`config.mk`:
```
export PLATFORM = sky130hd
export DESIGN_NAME = heptagon_ctrl
export DESIGN_NICKNAME = d
export VERILOG_FILES = /design/src/rtl/heptagon_pkg.sv /design/src/rtl/heptagon_pt_cnt.sv /design/src/rtl/heptagon_ctrl.sv
export SDC_FILE = /design/constraint.sdc
export NUM_CORES = 1
export LEC_CHECK = 0
export ABC_AREA = 1
export ABC_CLOCK_PERIOD_IN_PS = 1750
export CAP_MARGIN = 20
export CORE_MARGIN = 4
export CORE_UTILIZATION = 51
export CTS_BUF_LIST = sky130_fd_sc_hd__clkbuf_8
export DETAILED_ROUTE_END_ITERATION = 12
export PLACE_DENSITY = 0.85
export SETUP_SLACK_MARGIN = 0.2
export SYNTH_ARGS = -nofsm -noshare
export SYNTH_HDL_FRONTEND = slang
export SYNTH_SLANG_ARGS = --single-unit
```
`constraint.sdc`:
```
create_clock -name clk -period 1.75 [get_ports clk]
set_clock_uncertainty 0.1 [all_clocks]
set_input_delay 0.35 -clock clk [delete_from_list [all_inputs] [get_ports clk]]
set_output_delay 0.35 -clock clk [all_outputs]
set_load 0.02 [all_outputs]
```
`src/rtl/heptagon_pkg.sv`:
```
// Shared constants and types for the heptagon area sorting controller.
package heptagon_pkg;

    localparam int NUM_VERT = 7;    // vertices per object
    localparam int NUM_OBJ  = 5;    // objects per batch
    localparam int IDX_W    = 3;    // object index / rank address width
    localparam int X_W      = 10;   // datapath X coordinate width
    localparam int Y_W      = 10;   // datapath Y coordinate width
    localparam int AREA_W   = 19;   // datapath area width

    // Controller sequencing states, in batch order.
    typedef enum logic [2:0] {
        LOAD,
        SORT,
        WAIT,
        OUT,
        DONE
    } ctrl_state_t;

endpackage : heptagon_pkg

```
`src/rtl/heptagon_pt_cnt.sv`:
```
// Vertex/object counter pair tracking the fixed coordinate stream position.
module heptagon_pt_cnt
    import heptagon_pkg::*;
#(
    parameter int P_NUM_VERT = NUM_VERT,
    parameter int P_NUM_OBJ  = NUM_OBJ
) (
    input  logic             clk,
    input  logic             reset,
    input  logic             i_en,
    output logic [IDX_W-1:0] o_vcnt,
    output logic [IDX_W-1:0] o_ocnt,
    output logic             o_last_vert,
    output logic             o_last_obj
);

    localparam logic [IDX_W-1:0] V_LAST = IDX_W'(P_NUM_VERT - 1);
    localparam logic [IDX_W-1:0] O_LAST = IDX_W'(P_NUM_OBJ);

    logic [IDX_W-1:0] r_vcnt;
    logic [IDX_W-1:0] r_ocnt;
    logic             w_last_vert;
    logic             w_last_obj;

    assign w_last_vert = (r_vcnt == V_LAST);
    assign w_last_obj  = (r_ocnt == O_LAST);

    // Advance one vertex per enabled cycle; the vertex wrap steps the object.
    // NOTE: state uses non-blocking assignments so every flop samples pre-edge values.
    always_ff @(posedge clk or posedge reset) begin
        if (reset) begin
            r_vcnt <= '0;
            r_ocnt <= IDX_W'(1);
        end else if (i_en) begin
            if (w_last_vert) begin
                r_vcnt <= '0;
                // Object count holds at the last object once the batch is in.
                if (!w_last_obj) begin
                    r_ocnt <= r_ocnt + IDX_W'(1);
                end
            end else begin
                r_vcnt <= r_vcnt + IDX_W'(1);
            end
        end
    end

    assign o_vcnt      = r_vcnt;
    assign o_ocnt      = r_ocnt;
    assign o_last_vert = w_last_vert;
    assign o_last_obj  = w_last_obj;

endmodule : heptagon_pt_cnt

```
`src/rtl/heptagon_ctrl.sv`:
```
// Sequencing controller: drives shoelace datapath strobes over the vertex
// stream, kicks the sorter, then reads out the ranked results once.
module heptagon_ctrl #(
    parameter int NUM_VERT = heptagon_pkg::NUM_VERT,
    parameter int NUM_OBJ  = heptagon_pkg::NUM_OBJ
) (
    input  logic                          clk,
    input  logic                          reset,
    output logic                          vert_first,
    output logic                          mac_en,
    output logic                          close_en,
    output logic                          area_wr,
    output logic [heptagon_pkg::IDX_W-1:0] obj_idx,
    output logic                          sort_start,
    input  logic                          sort_done,
    output logic                          rd_en,
    output logic [heptagon_pkg::IDX_W-1:0] rd_addr,
    output logic                          valid,
    output logic                          busy
);

    import heptagon_pkg::*;

    localparam logic [IDX_W-1:0] RANK_LAST = IDX_W'(NUM_OBJ - 1);

    ctrl_state_t      r_state;
    ctrl_state_t      w_next_state;
    logic [IDX_W-1:0] r_rd_addr;
    logic             r_valid;

    logic [IDX_W-1:0] w_vcnt;
    logic [IDX_W-1:0] w_ocnt;
    logic             w_last_vert;
    logic             w_last_obj;
    logic             w_cnt_en;
    logic             w_rd_en;

    // Counters only run while the coordinate stream is being consumed.
    assign w_cnt_en = (r_state == LOAD);

    heptagon_pt_cnt #(
        .P_NUM_VERT (NUM_VERT),
        .P_NUM_OBJ  (NUM_OBJ)
    ) u_pt_cnt (
        .clk         (clk),
        .reset       (reset),
        .i_en        (w_cnt_en),
        .o_vcnt      (w_vcnt),
        .o_ocnt      (w_ocnt),
        .o_last_vert (w_last_vert),
        .o_last_obj  (w_last_obj)
    );

    // State register; reset is also the batch-restart mechanism.
    always_ff @(posedge clk or posedge reset) begin
        if (reset) begin
            r_state <= LOAD;
        end else begin
            r_state <= w_next_state;
        end
    end

    // Next-state decode; sort_done is only looked at while waiting.
    // NOTE: next state defaults to the current state so no path infers a latch.
    always_comb begin
        w_next_state = r_state;
        case (r_state)
            LOAD: if (w_last_vert && w_last_obj) w_next_state = SORT;
            SORT: w_next_state = WAIT;
            WAIT: if (sort_done) w_next_state = OUT;
            OUT:  if (r_rd_addr == RANK_LAST) w_next_state = DONE;
            DONE: w_next_state = DONE;
            default: w_next_state = LOAD;
        endcase
    end

    // Rank read address steps once per OUT cycle and rewinds after the last rank.
    always_ff @(posedge clk or posedge reset) begin
        if (reset) begin
            r_rd_addr <= '0;
        end else if (r_state == OUT) begin
            r_rd_addr <= (r_rd_addr == RANK_LAST) ? '0 : r_rd_addr + IDX_W'(1);
        end
    end

    // Output qualifier tracks the one-cycle sorter read latency.
    always_ff @(posedge clk or posedge reset) begin
        if (reset) begin
            r_valid <= 1'b0;
        end else begin
            r_valid <= w_rd_en;
        end
    end

    // Strobe decode purely from registered state and counters.
    always_comb begin
        vert_first = 1'b0;
        mac_en     = 1'b0;
        close_en   = 1'b0;
        area_wr    = 1'b0;
        obj_idx    = '0;
        sort_start = 1'b0;
        w_rd_en    = 1'b0;
        rd_addr    = '0;
        busy       = 1'b1;
        case (r_state)
            LOAD: begin
                vert_first = (w_vcnt == '0);
                mac_en     = (w_vcnt != '0);
                close_en   = w_last_vert;
                area_wr    = w_last_vert;
                obj_idx    = w_ocnt;
            end
            SORT: sort_start = 1'b1;
            WAIT: ;
            OUT: begin
                w_rd_en = 1'b1;
                rd_addr = r_rd_addr;
            end
            DONE: busy = 1'b0;
            default: ;
        endcase
    end

    assign rd_en = w_rd_en;
    assign valid = r_valid;

endmodule : heptagon_ctrl

```
==> results_tabular.tex, run 1 <==
\begin{tabular}{lr}
\hline
Metric & Value \\
\hline
\multicolumn{2}{l}{\textbf{Status}} \\
Outcome & did not finish \\
Halt Stage & 5\_1\_grt \\
Error that halted the flow & [ERROR DPL-0038] Utilization greater than 100\%, impossible to legalize \\
\multicolumn{2}{l}{\textbf{Floorplan}} \\
Die outline height & 47.3 microns \\
Horizontal die dimension & 47.3 microns \\
Starting utilization of the core area & 56.8\% \\
Floorplan row count & 13 \\
Ports & 17 \\
\multicolumn{2}{l}{\textbf{STA}} \\
Pin category terminating the worst setup path after the last repair & primary output \\
Worst-path endpoint after global-route repair\_timing & vert\_first \\
\multicolumn{2}{l}{\textbf{Yosys}} \\
Post-Synthesis Mean Instance Area & 7.86 sq um \\
Cell count after synthesis & 100 \\
Synth Register Bits & 13 \\
Async set or reset register ratio after synthesis & 100\% \\
YS warnings & 0 \\
Synthesized netlist net count & 107 \\
Sequential element share of the synthesized area & 41.6\% \\
Most frequently used flop master after synthesis & dfrtp\_1 \\
Number of distinct library cell variants in the gate-level netlist after synthesis & 25 \\
Number of enable flip-flop cells after synthesis & 0 \\
Summed instance area of the synthesized netlist & 786 sq um \\
\multicolumn{2}{l}{\textbf{CTS}} \\
Largest buffer count on any clock path & 2 \\
Count of H-tree levels built during CTS & 1 \\
Hold-fix buffers at CTS & 0 \\
Root cell of the clock tree & clkbuf\_8 \\
Number of buffers created by CTS & 3 \\
Number of clock sinks & 13 \\
\multicolumn{2}{l}{\textbf{Place}} \\
Placed cell count & 146 \\
RD Place Congestion & 0.852 \\
DPL Wire Length & 1430 microns \\
Port bufs & 16 \\
\multicolumn{2}{l}{\textbf{Global route}} \\
Pin count of the biggest net entering global routing & 14 \\
\hline
\end{tabular}
-- per-stage QoR --
step	setup TNS, ns	instance area, sq um	util, %	worst slack [ns]	hold WS (ns)
after floorplan	0	800	-	0.227	0.126
after global placement	-0.830	1090	78.9	-0.113	0.383
after CTS	0	1250	90.4	0.0438	0.350
after detailed placement	-1.14	1090	78.9	-0.188	0.423
-- cells in the mapped netlist, types with 2 or more instances --
library cell | number | area share [%]
nor2_4 | 3 | 4.3
inv_1 | 17 | 8.1
o21ai_0 | 3 | 1.9
nand3_1 | 5 | 3.2
ha_1 | 4 | 6.4
nor2_1 | 14 | 6.7
dfrtp_1 | 12 | 38
nor2_2 | 3 | 2.4
nor3_1 | 2 | 1.3
nand2_1 | 22 | 11
-- cells by family after synthesis --
family / count (synthesis) / synth area share [%]
XOR/XNOR: 1 / 1.11
buffers and inverters: 20 / 10.4
flip-flops: 13 / 41.6
AND/OR/NAND/NOR: 55 / 34.4
AO/OA/AOI/OAI: 7 / 6.21
adder cells (fa/ha/maj): 4 / 6.37
-- timing repair --
action	in CTS
pin swaps	5
resized for setup	91
setup buffers	8
endpoints found under the hold margin	0
endpoints found under the setup margin	14
==> inputs of run 2 (changes only) <==
- CORE_AREA: not set -> 4 4 65 67
- CORE_MARGIN: 4 -> not set
- CORE_UTILIZATION: 51 -> not set
- CTS_BUF_LIST: sky130_fd_sc_hd__clkbuf_8 -> not set
- DIE_AREA: not set -> 0 0 69 71
- PLACE_DENSITY: 0.85 -> not set
- PLACE_DENSITY_LB_ADDON: not set -> 0.15
- SETUP_SLACK_MARGIN: 0.2 -> not set
==> run 2 against run 1 <==
The flow now finishes without violations. Area after synthesis unchanged. Synthesized cell count unchanged.
==> results_tabular.tex, run 2 <==
\begin{tabular}{lr}
\hline
Metric & Value \\
\hline
\multicolumn{2}{l}{\textbf{STA}} \\
Aggregate negative setup slack & 0 ns \\
Share of the cycle needed by the critical path after routing & 95.3\% \\
Worst Max-Slew Pin Slew & 0.542 ns \\
Max Transition Viols Final & 0 \\
RSZ-0062 raised after global routing & no \\
Post-route minimum period & 1.67 ns \\
Max Fclk & 600 MHz \\
Setup violators final & 0 \\
Final worst hold slack & 0.347 ns \\
Count of endpoints failing hold in the final timing report & 0 \\
Final setup margin & 0.0822 ns \\
Relative slew margins & 63.8\% \\
\multicolumn{2}{l}{\textbf{Yosys}} \\
Most common cell in the synthesized netlist & nand2\_1 \\
Sequential element share of the synthesized area & 41.6\% (unchanged) \\
Post-Synthesis Mean Instance Area & 7.86 sq um (unchanged) \\
Biggest area consumer among synthesized cells & dfrtp\_1 \\
Synthesized netlist net count & 107 (unchanged) \\
Number of distinct library cell variants in the gate-level netlist after synthesis & 25 (unchanged) \\
Summed instance area of the synthesized netlist & 786 sq um (unchanged) \\
YS warnings & 0 (unchanged) \\
Cell count after synthesis & 100 (unchanged) \\
Most frequently used flop master after synthesis & dfrtp\_1 \\
Synth Register Bits & 13 (unchanged) \\
Top cells by count, synth & nand2\_1 (22), inv\_1 (17), nor2\_1 (14) \\
Number of enable flip-flop cells after synthesis & 0 (unchanged) \\
Cell types occupying the most area after synthesis & dfrtp\_1 (38\%), nand2\_1 (11\%), inv\_1 (8.1\%) \\
Share of the synthesized area in the top cell type & 38.2\% (unchanged) \\
Async set or reset register ratio after synthesis & 100\% (unchanged) \\
\multicolumn{2}{l}{\textbf{Place}} \\
Area post-placement & 0.00113 sq mm (+3.9\%) \\
RD Place Congestion & 0.703 (-18\%) \\
Placed cell count & 181 (+24\%) \\
Dpl ws & -0.180 ns (+0.00813 ns) \\
DPL Wire Length & 1420 microns (-0.47\%) \\
Port bufs & 16 (unchanged) \\
\multicolumn{2}{l}{\textbf{Global route}} \\
Met1 track demand over resource & 9.25\% \\
Pin count of the biggest net entering global routing & 14 \\
Busiest layer in global routing & met2 \\
Grt met3 use & 1.56\% \\
Via count of the first global-routing pass & 678 \\
Global-route usage over all layers & 7.55\% \\
GR met2 Demand/Resource & 12.2\% \\
First-pass GRT wire length & 2970 microns \\
Congestion Overflow GR & 0 \\
Initial antenna violation count & 0 \\
\multicolumn{2}{l}{\textbf{Setup path}} \\
Last element of the critical path & vert\_first \\
Kind of cell with the highest combined delay on the critical path & flip-flops \\
Type of element launching the critical path & register \\
Cell count along the critical path & 3 \\
WP data required & 1.30 ns \\
Standard cell with the maximum stage delay on the critical path & dfrtp\_1 \\
Reg-to-reg critical path startpoint & u\_pt\_cnt.o\_ocnt[0] \\
Worst setup path category & reg2out \\
Logic depth of the worst register-to-register path & 8 \\
Worst endpoint data arrival time & 1.22 ns \\
Maximum fanout along the worst path & 4 \\
List of cells traversed by the critical path & buf\_4 > nor4\_4 > buf\_2 \\
Maximum cell stage delay along the critical path & 0.41 ns \\
R2R setup slack & 0.34 ns \\
Worst Setup End Kind & output pin \\
Launching element of the worst setup path & u\_pt\_cnt.o\_vcnt[2] \\
Worst Path Buf+Inv & 2 \\
Crit Reg-Reg Endpoint & r\_state[1] \\
\multicolumn{2}{l}{\textbf{Finish}} \\
Area of all placed cells without fillers & 0.00116 sq mm \\
Fraction of layout instances using a drive strength above 1 & 41.0\% \\
End-of-flow core utilization & 32.0\% \\
Signed area change from the synthesized netlist to the final layout & 47.9\% \\
Antenna Cells & 0 \\
Fill cell count & 419 \\
Commonest cells after routing, fill and taps aside & buf\_4 (23), nand2\_1 (22), inv\_1 (17) \\
Non-filler cells, final & 187 \\
Commonest non-fill, non-tap cell in the layout & buf\_4 \\
Net count of the finished layout & 147 \\
\multicolumn{2}{l}{\textbf{Floorplan}} \\
Floorplan row count & 22 (+9) \\
Die outline height & 71 microns (+50\%) \\
Die area & 0.00490 sq mm \\
Ports & 17 (unchanged) \\
Starting utilization of the core area & 21.6\% (-35 points) \\
Floorplan core area & 0.00363 sq mm \\
Horizontal die dimension & 69 microns (+46\%) \\
\multicolumn{2}{l}{\textbf{Status}} \\
Outcome & complete, no violations \\
\multicolumn{2}{l}{\textbf{Power}} \\
P\_leak & 0.612 nW \\
Total Power Consumption & 0.586 mW \\
Max rail drop VDD & 281 uV \\
Power density cells & 504 mW/mm\^{}2 \\
\multicolumn{2}{l}{\textbf{Flow run}} \\
Total of max-cap violations & 0 \\
\multicolumn{2}{l}{\textbf{Route}} \\
Drt total wl & 1770 microns \\
Via count & 722 \\
DR WL/cell & 9.47 microns \\
Via-per-instance ratio & 3.86 \\
Count of nets left with antenna violations after detail routing & 0 \\
First-pass iteration count of the detailed router & 2 \\
Detailed router's first-iteration violation count & 33 \\
Residual DRC & 0 \\
\multicolumn{2}{l}{\textbf{CTS}} \\
Root cell of the clock tree & clkbuf\_8 \\
Count of H-tree levels built during CTS & 1 (unchanged) \\
Largest buffer count on any clock path & 2 (unchanged) \\
Number of buffers created by CTS & 3 (unchanged) \\
Worst skew pair latency & 0.24 ns \\
CTS tree & yes \\
Clock transition time at the flip-flop clock pins of the worst setup and hold paths & 0.06 ns \\
Number of clock sinks & 13 (unchanged) \\
\multicolumn{2}{l}{\textbf{Worst hold path}} \\
Worst hold path type & in2async \\
\hline
\end{tabular}
==> run 2: kinds of logic after synthesis <==
logic type               count (synthesis)  synth area share (%)
AND/OR/NAND/NOR                         55                  34.4
buffers and inverters                   20                  10.4
flip-flops                              13                  41.6
AO/OA/AOI/OAI                            7                  6.21
adder cells (fa/ha/maj)                  4                  6.37
XOR/XNOR                                 1                  1.11
==> run 2: per-layer routing <==
metal / up-vias / part of all wire (%)
met5: - / 0
met2: 7 / 48
li1: 383 / -
met3: 2 / 1.6
met1: 330 / 49
met4: 0 / 1.9
==> run 2: how the worst min path moves through the flow <==
| stage | startpoint | to | slack (ns) | cells after the start |
|---|---|---|---|---|
| global placement | u_pt_cnt.o_ocnt[1] | u_pt_cnt.o_ocnt[1] | 0.39 | 2 |
| detailed placement | u_pt_cnt.o_ocnt[1] | u_pt_cnt.o_ocnt[1] | 0.40 | 2 |
| finish | reset | u_pt_cnt.o_ocnt[1] | 0.35 | 2 |
| floorplan | reset | r_rd_addr[0] | 0.13 | 1 |
| CTS | reset | u_pt_cnt.o_ocnt[1] | 0.37 | 2 |
| global route | reset | u_pt_cnt.o_ocnt[1] | 0.42 | 2 |
==> run 2: area by class of cell <==
cell class | instances | area (sq um) | area share (%)
Sequential cell | 13 | 329 | 28.3
Multi-Input combinational cell | 67 | 400 | 34.4
Tap cell | 48 | 60.1 | 5.17
Clock buffer | 3 | 41.3 | 3.55
Clock inverter | 1 | 5.00 | 0.431
Timing Repair Buffer | 36 | 253 | 21.7
Inverter | 19 | 73.8 | 6.35
==> run 2: worst reg2reg max path, delay by kind of cell (launching register included) <==
kind,cells,cell delay (ns)
AOI/OAI and AO/OA,1,0.10
and+or+nand+nor,3,0.20
buffers and inverters,3,0.28
DFF,1,0.53
adders and majority gates,1,0.14
==> run 2: what timing repair did <==
action,in CTS,in global routing
buffers inserted,0,2
hold endpoints to repair,0,0
hold buffers,0,0
resized for setup,45,17
cloned,0,0
endpoints found under the setup margin,13,12
==> run 2: where the power goes <==
group          internal (mW)  total, mW  switching (mW)
Clock                  0.157      0.274           0.117
Sequential             0.301      0.301               0
Combinational        0.00417     0.0111         0.00695
Total                  0.462      0.586           0.124
(Power assumes the default switching activity.)
